$ cat config.mk
export PLATFORM = sky130hd
export DESIGN_NAME = seg7_scan_driver
export DESIGN_NICKNAME = d
export VERILOG_FILES = /design/src/rtl/seg7_pkg.sv /design/src/rtl/hex_to_seg7.sv /design/src/rtl/seg7_scan_driver.sv
export SDC_FILE = /design/constraint.sdc
export NUM_CORES = 1
export LEC_CHECK = 0
export ABC_CLOCK_PERIOD_IN_PS = 6250
export CORE_MARGIN = 5
export CORE_UTILIZATION = 44
export CTS_BUF_LIST = sky130_fd_sc_hd__clkbuf_4 sky130_fd_sc_hd__clkbuf_8
export DETAILED_ROUTE_END_ITERATION = 16
export PLACE_DENSITY = 0.82
export SLEW_MARGIN = 15
export SYNTH_ARGS = -nofsm -noshare
export SYNTH_HDL_FRONTEND = slang
export SYNTH_HIERARCHICAL = 1
export SYNTH_SLANG_ARGS = --single-unit
$ cat constraint.sdc
create_clock -name clk -period 6.25 [get_ports clk]
set_clock_uncertainty 0.05 [all_clocks]
set_input_delay 0.625 -clock clk [delete_from_list [all_inputs] [get_ports clk]]
set_output_delay 0.625 -clock clk [all_outputs]
set_load 0.01 [all_outputs]
$ cat src/rtl/seg7_pkg.sv
// Shared types and constants for the 7-segment scan driver.
// All segment patterns are active-high, bit order {g,f,e,d,c,b,a}.
package seg7_pkg;

    // Scan phase: show a digit, or hold everything dark for one clock.
    typedef enum logic {
        PH_DRIVE = 1'b0,
        PH_GAP   = 1'b1
    } phase_e;

    localparam logic [6:0] SEG_BLANK = 7'h00;
    localparam logic [6:0] SEG_DASH  = 7'h40;

    // Hex glyphs 0..F, lowercase b and d; entry [n] is the glyph for nibble n.
    localparam logic [15:0][6:0] HEX_SEG_TABLE = {
        7'h71, // F
        7'h79, // E
        7'h5E, // d
        7'h39, // C
        7'h7C, // b
        7'h77, // A
        7'h6F, // 9
        7'h7F, // 8
        7'h07, // 7
        7'h7D, // 6
        7'h6D, // 5
        7'h66, // 4
        7'h4F, // 3
        7'h5B, // 2
        7'h06, // 1
        7'h3F  // 0
    };

    function automatic logic [6:0] hex_seg(input logic [3:0] nibble);
        return HEX_SEG_TABLE[nibble];
    endfunction

endpackage

$ cat src/rtl/hex_to_seg7.sv
// Combinational hex nibble to active-high 7-segment glyph.
module hex_to_seg7
    import seg7_pkg::*;
(
    input  logic [3:0] nibble_i,
    output logic [6:0] seg_o
);

    // Table lookup of the glyph for the selected nibble.
    always_comb begin
        seg_o = hex_seg(nibble_i);
    end

endmodule

$ cat src/rtl/seg7_scan_driver.sv
// Time-multiplexed common-anode 7-segment driver.
// Latches a hex value/dp mask/error flag on load, scans one digit per tick
// with a one-clock dark gap between digits, and registers all pin outputs.
module seg7_scan_driver
    import seg7_pkg::*;
#(
    parameter int unsigned DIGITS     = 4,
    parameter bit          ACTIVE_LOW = 1'b1
) (
    input  logic                        clk,
    input  logic                        reset,
    input  logic                        tick,
    input  logic                        load,
    input  logic [4*DIGITS-1:0]         value,
    input  logic [DIGITS-1:0]           dp_mask,
    input  logic                        error,
    input  logic                        blank_lz,
    output logic [DIGITS-1:0]           an,
    output logic [6:0]                  seg,
    output logic                        dp,
    output logic [$clog2(DIGITS)-1:0]   digit_idx
);

    localparam int unsigned IDX_W = $clog2(DIGITS);
    localparam logic [IDX_W-1:0]  LAST_IDX = IDX_W'(DIGITS - 1);
    localparam logic [DIGITS-1:0] AN_OFF   = {DIGITS{ACTIVE_LOW}};
    localparam logic [6:0]        SEG_OFF  = {7{ACTIVE_LOW}};
    localparam logic              DP_OFF   = ACTIVE_LOW;

    // Shadow registers
    logic [4*DIGITS-1:0] value_q;
    logic [DIGITS-1:0]   dpm_q;
    logic                err_q;

    // Scan state
    phase_e              phase_q, phase_d;
    logic [IDX_W-1:0]    idx_q, idx_d;

    // Digit selection
    logic [3:0]          nib_sel;
    logic                dpm_sel;
    logic                zero_above;
    logic                lz_blank;
    logic [6:0]          hex_pat;

    // Active-high patterns and polarity-adjusted next outputs
    logic [DIGITS-1:0]   an_pat;
    logic [6:0]          seg_pat;
    logic                dp_pat;
    logic [DIGITS-1:0]   an_d;
    logic [6:0]          seg_d;
    logic                dp_d;
    logic [IDX_W-1:0]    didx_d;

    // Output registers
    logic [DIGITS-1:0]   an_q;
    logic [6:0]          seg_q;
    logic                dp_q;
    logic [IDX_W-1:0]    didx_q;

    // Capture the displayed value, dp mask and error flag on load.
    always_ff @(posedge clk) begin
        if (reset) begin
            value_q <= '0;
            dpm_q   <= '0;
            err_q   <= 1'b0;
        end else if (load) begin
            value_q <= value;
            dpm_q   <= dp_mask;
            err_q   <= error;
        end
    end

    // Scan state register.
    always_ff @(posedge clk) begin
        if (reset) begin
            phase_q <= PH_GAP;
            idx_q   <= '0;
        end else begin
            phase_q <= phase_d;
            idx_q   <= idx_d;
        end
    end

    // Next scan state: leave DRIVE on tick, leave GAP after one clock and advance.
    always_comb begin
        phase_d = phase_q;
        idx_d   = idx_q;
        case (phase_q)
            PH_DRIVE: begin
                if (tick) begin
                    phase_d = PH_GAP;
                end
            end
            PH_GAP: begin
                phase_d = PH_DRIVE;
                idx_d   = (idx_q == LAST_IDX) ? '0 : idx_q + 1'b1;
            end
            default: begin
                phase_d = PH_GAP;
                idx_d   = '0;
            end
        endcase
    end

    // Select nibble, dp bit and "all higher nibbles zero" for the current digit.
    always_comb begin
        nib_sel    = '0;
        dpm_sel    = 1'b0;
        zero_above = 1'b0;
        for (int unsigned k = 0; k < DIGITS; k++) begin
            if (idx_q == IDX_W'(k)) begin
                nib_sel    = value_q[4*k +: 4];
                dpm_sel    = dpm_q[k];
                zero_above = ((value_q >> (4*k)) == '0);
            end
        end
    end

    hex_to_seg7 u_hex (
        .nibble_i (nib_sel),
        .seg_o    (hex_pat)
    );

    // Build active-high patterns (error > leading-zero blank > hex), then apply polarity.
    always_comb begin
        an_pat   = '0;
        seg_pat  = SEG_BLANK;
        dp_pat   = 1'b0;
        lz_blank = blank_lz && (idx_q != '0) && zero_above;
        if (phase_q == PH_DRIVE) begin
            an_pat = DIGITS'(1) << idx_q;
            if (err_q) begin
                seg_pat = SEG_DASH;
            end else if (!lz_blank) begin
                seg_pat = hex_pat;
                dp_pat  = dpm_sel;
            end
        end
        an_d   = ACTIVE_LOW ? ~an_pat  : an_pat;
        seg_d  = ACTIVE_LOW ? ~seg_pat : seg_pat;
        dp_d   = ACTIVE_LOW ? ~dp_pat  : dp_pat;
        didx_d = idx_q;
    end

    // Register pin outputs; they trail the scan state by one clock.
    always_ff @(posedge clk) begin
        if (reset) begin
            an_q   <= AN_OFF;
            seg_q  <= SEG_OFF;
            dp_q   <= DP_OFF;
            didx_q <= '0;
        end else begin
            an_q   <= an_d;
            seg_q  <= seg_d;
            dp_q   <= dp_d;
            didx_q <= didx_d;
        end
    end

    assign an        = an_q;
    assign seg       = seg_q;
    assign dp        = dp_q;
    assign digit_idx = didx_q;

endmodule

Word level (Yosys, flattened, before mapping):

Memory sizes are Yosys's and may differ from the RTL's.
Cells that the tools add are included.

* register bits after elaboration: 38
* ROM bits: 112
* output and inout port bits: 14
* logic and storage cells: 51
* memories: 1

* add/subtract/negate cells: 1
* order comparisons: 1
* equal/unequal tests: 3
* shifts and indexed selects: 1
* multiplexer cells: 23
* bitwise gates (word level): 4
* reductions and logical operators: 8

Memories
* (name not given): depth 16, width 7, rd ports 1, clocked after memory_dff 0, wr ports 0, line seg7_pkg.sv:35 `return HEX_SEG_TABLE[nibble];`

Operators by type and width (count)
* $logic_not 16->1: 4
* $mux 7: 4
* $mux 4: 5
* $mux 1: 12
* $not 7->7: 1
* $lt 4x5->1 const B: 1
* $eq 2x2->1 const B: 2
* $not 4->4: 1
* $shl 1x2->4 const A: 1
* $add 2x1->2 const B: 1
* $eq 2x1->1 const B: 1
* $logic_and 1x1->1: 2
* $logic_not 2->1: 1
* $mux 2: 1
* $not 1->1: 2
* $pmux 1 s2: 1
* $reduce_bool 2->1: 1

Logic depth before layout (Yosys ltp):

* word-level depth: 11
* gate-level depth with buffers: 13

Hierarchy:

Netlist, hierarchy kept.

Modules (own cells, without submodules)
* seg7_scan_driver: times used 1, cells each 151, area each 1493.9 sq um, seq. area each 760.7 sq um
* hex_to_seg7: times used 1, cells each 33, area each 290.3 sq um, seq. area each 0.0 sq um

Worst setup path after synthesis:

No wires, ideal clock.

* path kind: reg2reg
* start point: register idx_q[1], in the netlist didx_d[1]
* end point: register seg_q[6], in the netlist seg[6]
* library setup time: 133 ps
* arrival: 2218 ps
* required time: 6067 ps
* setup slack: 3848 ps
* cell stages (with the launch flop): 13
* buffers on the path: 1
* cell sequence: dfxtp_1 -> inv_1 -> ha_1 -> buf_2 -> and3b_1 -> a21oi_1 -> o21ai_0 -> mux2_2 -> ha_1 -> mux2_4 -> a21oi_1 -> a21boi_0 -> o21ai_0

* word-level cells in the longest chain between the ends: 11

RTL lines
* start: declaration: line seg7_scan_driver.sv:37 `logic [IDX_W-1:0] idx_q, idx_d;`
* start signal: assignment: line seg7_scan_driver.sv:81 `idx_q <= idx_d;`
* $logic_not 2->1: line seg7_scan_driver.sv:112 `if (idx_q == IDX_W'(k)) begin`
* $mux 4 (3 in series): line seg7_scan_driver.sv:112
* $mux 4 (*): line seg7_scan_driver.sv:112
* via nib_sel[0]: line seg7_scan_driver.sv:40 `logic [3:0] nib_sel;`
* $mem_v2 16x7 (*)
* $mux 7 (not written as such) (*): line seg7_pkg.sv:35
* via hex_pat[6]: line seg7_scan_driver.sv:44 `logic [6:0] hex_pat;`
* $mux 7 (*): line seg7_scan_driver.sv:135 `end else if (!lz_blank) begin`
* $mux 7 (*): line seg7_scan_driver.sv:133 `if (err_q) begin`
* $mux 7 (*): line seg7_scan_driver.sv:131 `if (phase_q == PH_DRIVE) begin`
* $not 7->7 (*): line seg7_scan_driver.sv:141 `seg_d = ACTIVE_LOW ? ~seg_pat : seg_pat;`
* end signal: assignment: line seg7_scan_driver.sv:155 `seg_q <= seg_d;`
* end: declaration: line seg7_scan_driver.sv:57 `logic [6:0] seg_q;`

The timed path passes the listed nets; every way through them passes the cells marked *. The select of a mux whose other input is x is not followed.
A chain may end at the register's enable or synchronous reset.

Worst setup path in the final report:

Same ends and word-level chain as after synthesis.

==> results.json <==
{
  "cts.hold.buffers_added": 0,
  "cts-htree-levels": 2,
  "avgSynthCellArea_sq_um": 9.697,
  "clk_path_buf_depth": 2,
  "slew_violations": 0,
  "area_delta_synth_final_pct": 28.47,
  "gr-usage-met1_pct": 18.83,
  "fin_tns_setup_ns": 0,
  "clock-sinks": 38,
  "grt_max_degree": 29,
  "final_util_pct": 57.72,
  "tightest_slew_ns": 1.047,
  "post-dp-hpwl_um": 2619,
  "max-slew-margin-rel_pct": 29.97,
  "clockRootBuffer": "clkbuf_8",
  "multi_input_area_sq_um": 924.6,
  "power.leakage_nw": 0.9730,
  "cts_buffers": 5,
  "final.period_utilization_pct": 42.51,
  "post-route-min-period_ns": 2.657,
  "grt-ovfl-total": 0,
  "synth_ff_type": "dfxtp_1",
  "timing.fmax_ghz": 0.3764,
  "status": "completed",
  "grtUsageTotal_pct": 14.81,
  "hold_viol_final": 0,
  "routed_wl_um": 3664,
  "drtAntennaViolNets": 0,
  "initial_core_util_pct": 44.93,
  "dr_total_vias": 1333,
  "first_pass_iters": 4,
  "yosysSeqAreaShare_pct": 42.64,
  "io_pins": 40,
  "drt-wirelength-per-cell_um": 13.52,
  "async_flop_share_pct": 0,
  "drtIter0Drc": 112,
  "postCtsResizedCells": 0,
  "coreArea_sq_um": 3971,
  "drcViolationCount": 0,
  "crit_fanout": 12,
  "crit_chain": "inv_1, ha_1, and3b_1, a21oi_1, o21ai_0, mux2_2, ha_1, mux2_4, a21oi_1, a21boi_0, o21ai_0",
  "cp.required_ns": 6.36,
  "critPathKind": "reg2reg",
  "max_stage_delay_ns": 0.37,
  "viasPerCell": 4.919,
  "cts_tree": "yes",
  "met3_usage_pct": 4.788,
  "antenna_found_initial": 0,
  "grt_first_pass_wirelength_um": 6092,
  "n_fill_cell": 343,
  "critPathArrivalTime_ns": 2.76,
  "cts_setup_buffers": 0,
  "powerDensity_nw_per_um2": 257.4,
  "grt_pass1_vias": 1274,
  "critical_path.endpoint_type": "register",
  "drive_above_1_share_pct": 8.145,
  "synth_edf_count": 0,
  "nets": 257,
  "place.gp.congestion": 0.8053,
  "rsz0062_at_grt": "no",
  "register_area_sq_um": 760.7,
  "drv_cap": 0,
  "diodes": 0,
  "netlist_area_sq_um": 1784,
  "port_buffers": 39,
  "syn_nets": 221,
  "ys_types": 30,
  "num_rows": 23,
  "grt-busiest-layer": "met2",
  "syn_inst": 184,
  "synth_seq_cells": 38,
  "worstSetupStartpointType": "register",
  "vdd_drop_max_uv": 134.1,
  "yosys_warnings": 6,
  "die_area_sq_um": 5429,
  "hold_path.class": "reg2reg",
  "setup_viol": 0,
  "clkSlewWorstSetupHoldPaths_ns": 0.08,
  "die_h_um": 73.68,
  "worstSkewPairLatency_ns": 0.29,
  "grt_use_met2_pct": 22.93,
  "slowest_stage": "ha_1",
  "fp.dieW_um": 73.68
}
per-layer routing:
| layer | part of all wire [%] | wire, um |
|---|---|---|
| met5 | 0 | 0 |
| met4 | 1.6 | 59 |
| met3 | 6.3 | 229 |
| met2 | 46 | 1670 |
| met1 | 47 | 1704 |
worst max-delay path, delay by kind of cell (launching register included):
family                   cells  cell delay, ns
adder cells (fa/ha/maj)      2            0.62
multiplexers                 2            0.60
AO/OA/AOI/OAI                5            0.58
flip-flops                   1            0.34
AND/OR/NAND/NOR              1            0.22
buffers and inverters        1            0.11
placed cells by master (no fill, tap or decap), types with 2 or more instances in the layout:
cell             Yosys  routed
clkinv_2             0       2
nand2b_1             2       2
ha_1                11      11
nand2_1             16      16
clkbuf_8             0       5
a21oi_1             10      10
mux2i_1             24      24
nor4_1               3       3
nor2_1              26      26
mux2_2               6       6
clkdlybuf4s50_1      0      39
and3b_1              4       4
o21ai_0              6       6
inv_1               10      10
dfxtp_1             38      38
nor3_1               3       3
path summary, 6_finish.rpt:
path / slack (ns) / end / start / cells after the start
worst max register to register: 3.59 / seg[6] / didx_d[1] / 11
worst min-delay path: 0.46 / value_q[3] / value_q[3] / 2
worst min register to register: 0.46 / value_q[3] / value_q[3] / 2
worst max-delay path: 3.59 / seg[6] / didx_d[1] / 11
synthesized netlist by cell type, drive strengths merged, types with 2 or more instances:
master  count  area share, %
nor4        3            1.1
and3b       4            2.0
dfxtp      38             43
nand2b      2           0.70
mux2i      24             13
inv        10            2.1
o21ai       6            1.7
nor2       26            5.5
ha         11            7.7
clkbuf      5            1.1
a21oi      10            2.8
nor3        3           0.84
nand2      16            3.4
mux2        7            4.6
buf         6            2.4
cells by family (layout without fill, tap and decap cells):
logic type      after synthesis  in the layout  synth area share [%]
fa+ha+maj                    11             11                 7.714
flops                        38             38                 42.64
mux                          32             32                 19.56
simple gates                 57             57                 14.59
buf+inv                      21             58                 5.540
compound gates               25             25                 9.959
through the flow:
stage	std cells	area [sq um]	setup WS, ns	power [mW]	hold slack (ns)
after global routing	271	2292	3.357	0.6161	0.4892
final	271	2292	3.593	0.5901	0.4612
after detailed placement	263	2183	3.611	0.3903	0.4327
after floorplan	184	1784	3.848	0.3499	0.4027
after global placement	263	2183	3.707	0.3878	0.4273
after CTS	271	2292	3.588	0.5925	0.4524
flip-flops by register name, summed over array words and instances (netlist names):
| signal | flops |
|---|---|
| seg | 7 |
| err_q | 1 |
| digit_idx | 2 |
| dp | 1 |
| value_q | 16 |
| phase_q | 1 |
| dpm_q | 4 |
| an | 4 |
| didx_d | 2 |
power by group:
group | internal, mW | total, mW | switching [mW] | leakage [nW]
sequential | 0.258 | 0.268 | 0.00991 | 0.313
clock | 0.117 | 0.204 | 0.0864 | 0.0579
combinational | 0.0634 | 0.119 | 0.0554 | 0.602
layout make-up:
type | instances | area share (%)
clock buffers | 5 | 3.002
clock inverters | 3 | 1.747
inverters | 10 | 1.638
multi-input cells | 125 | 40.34
flip-flops and latches | 38 | 33.19
well taps | 50 | 2.729
repair buffers | 40 | 17.36
Power figures use the tool's default switching activity.
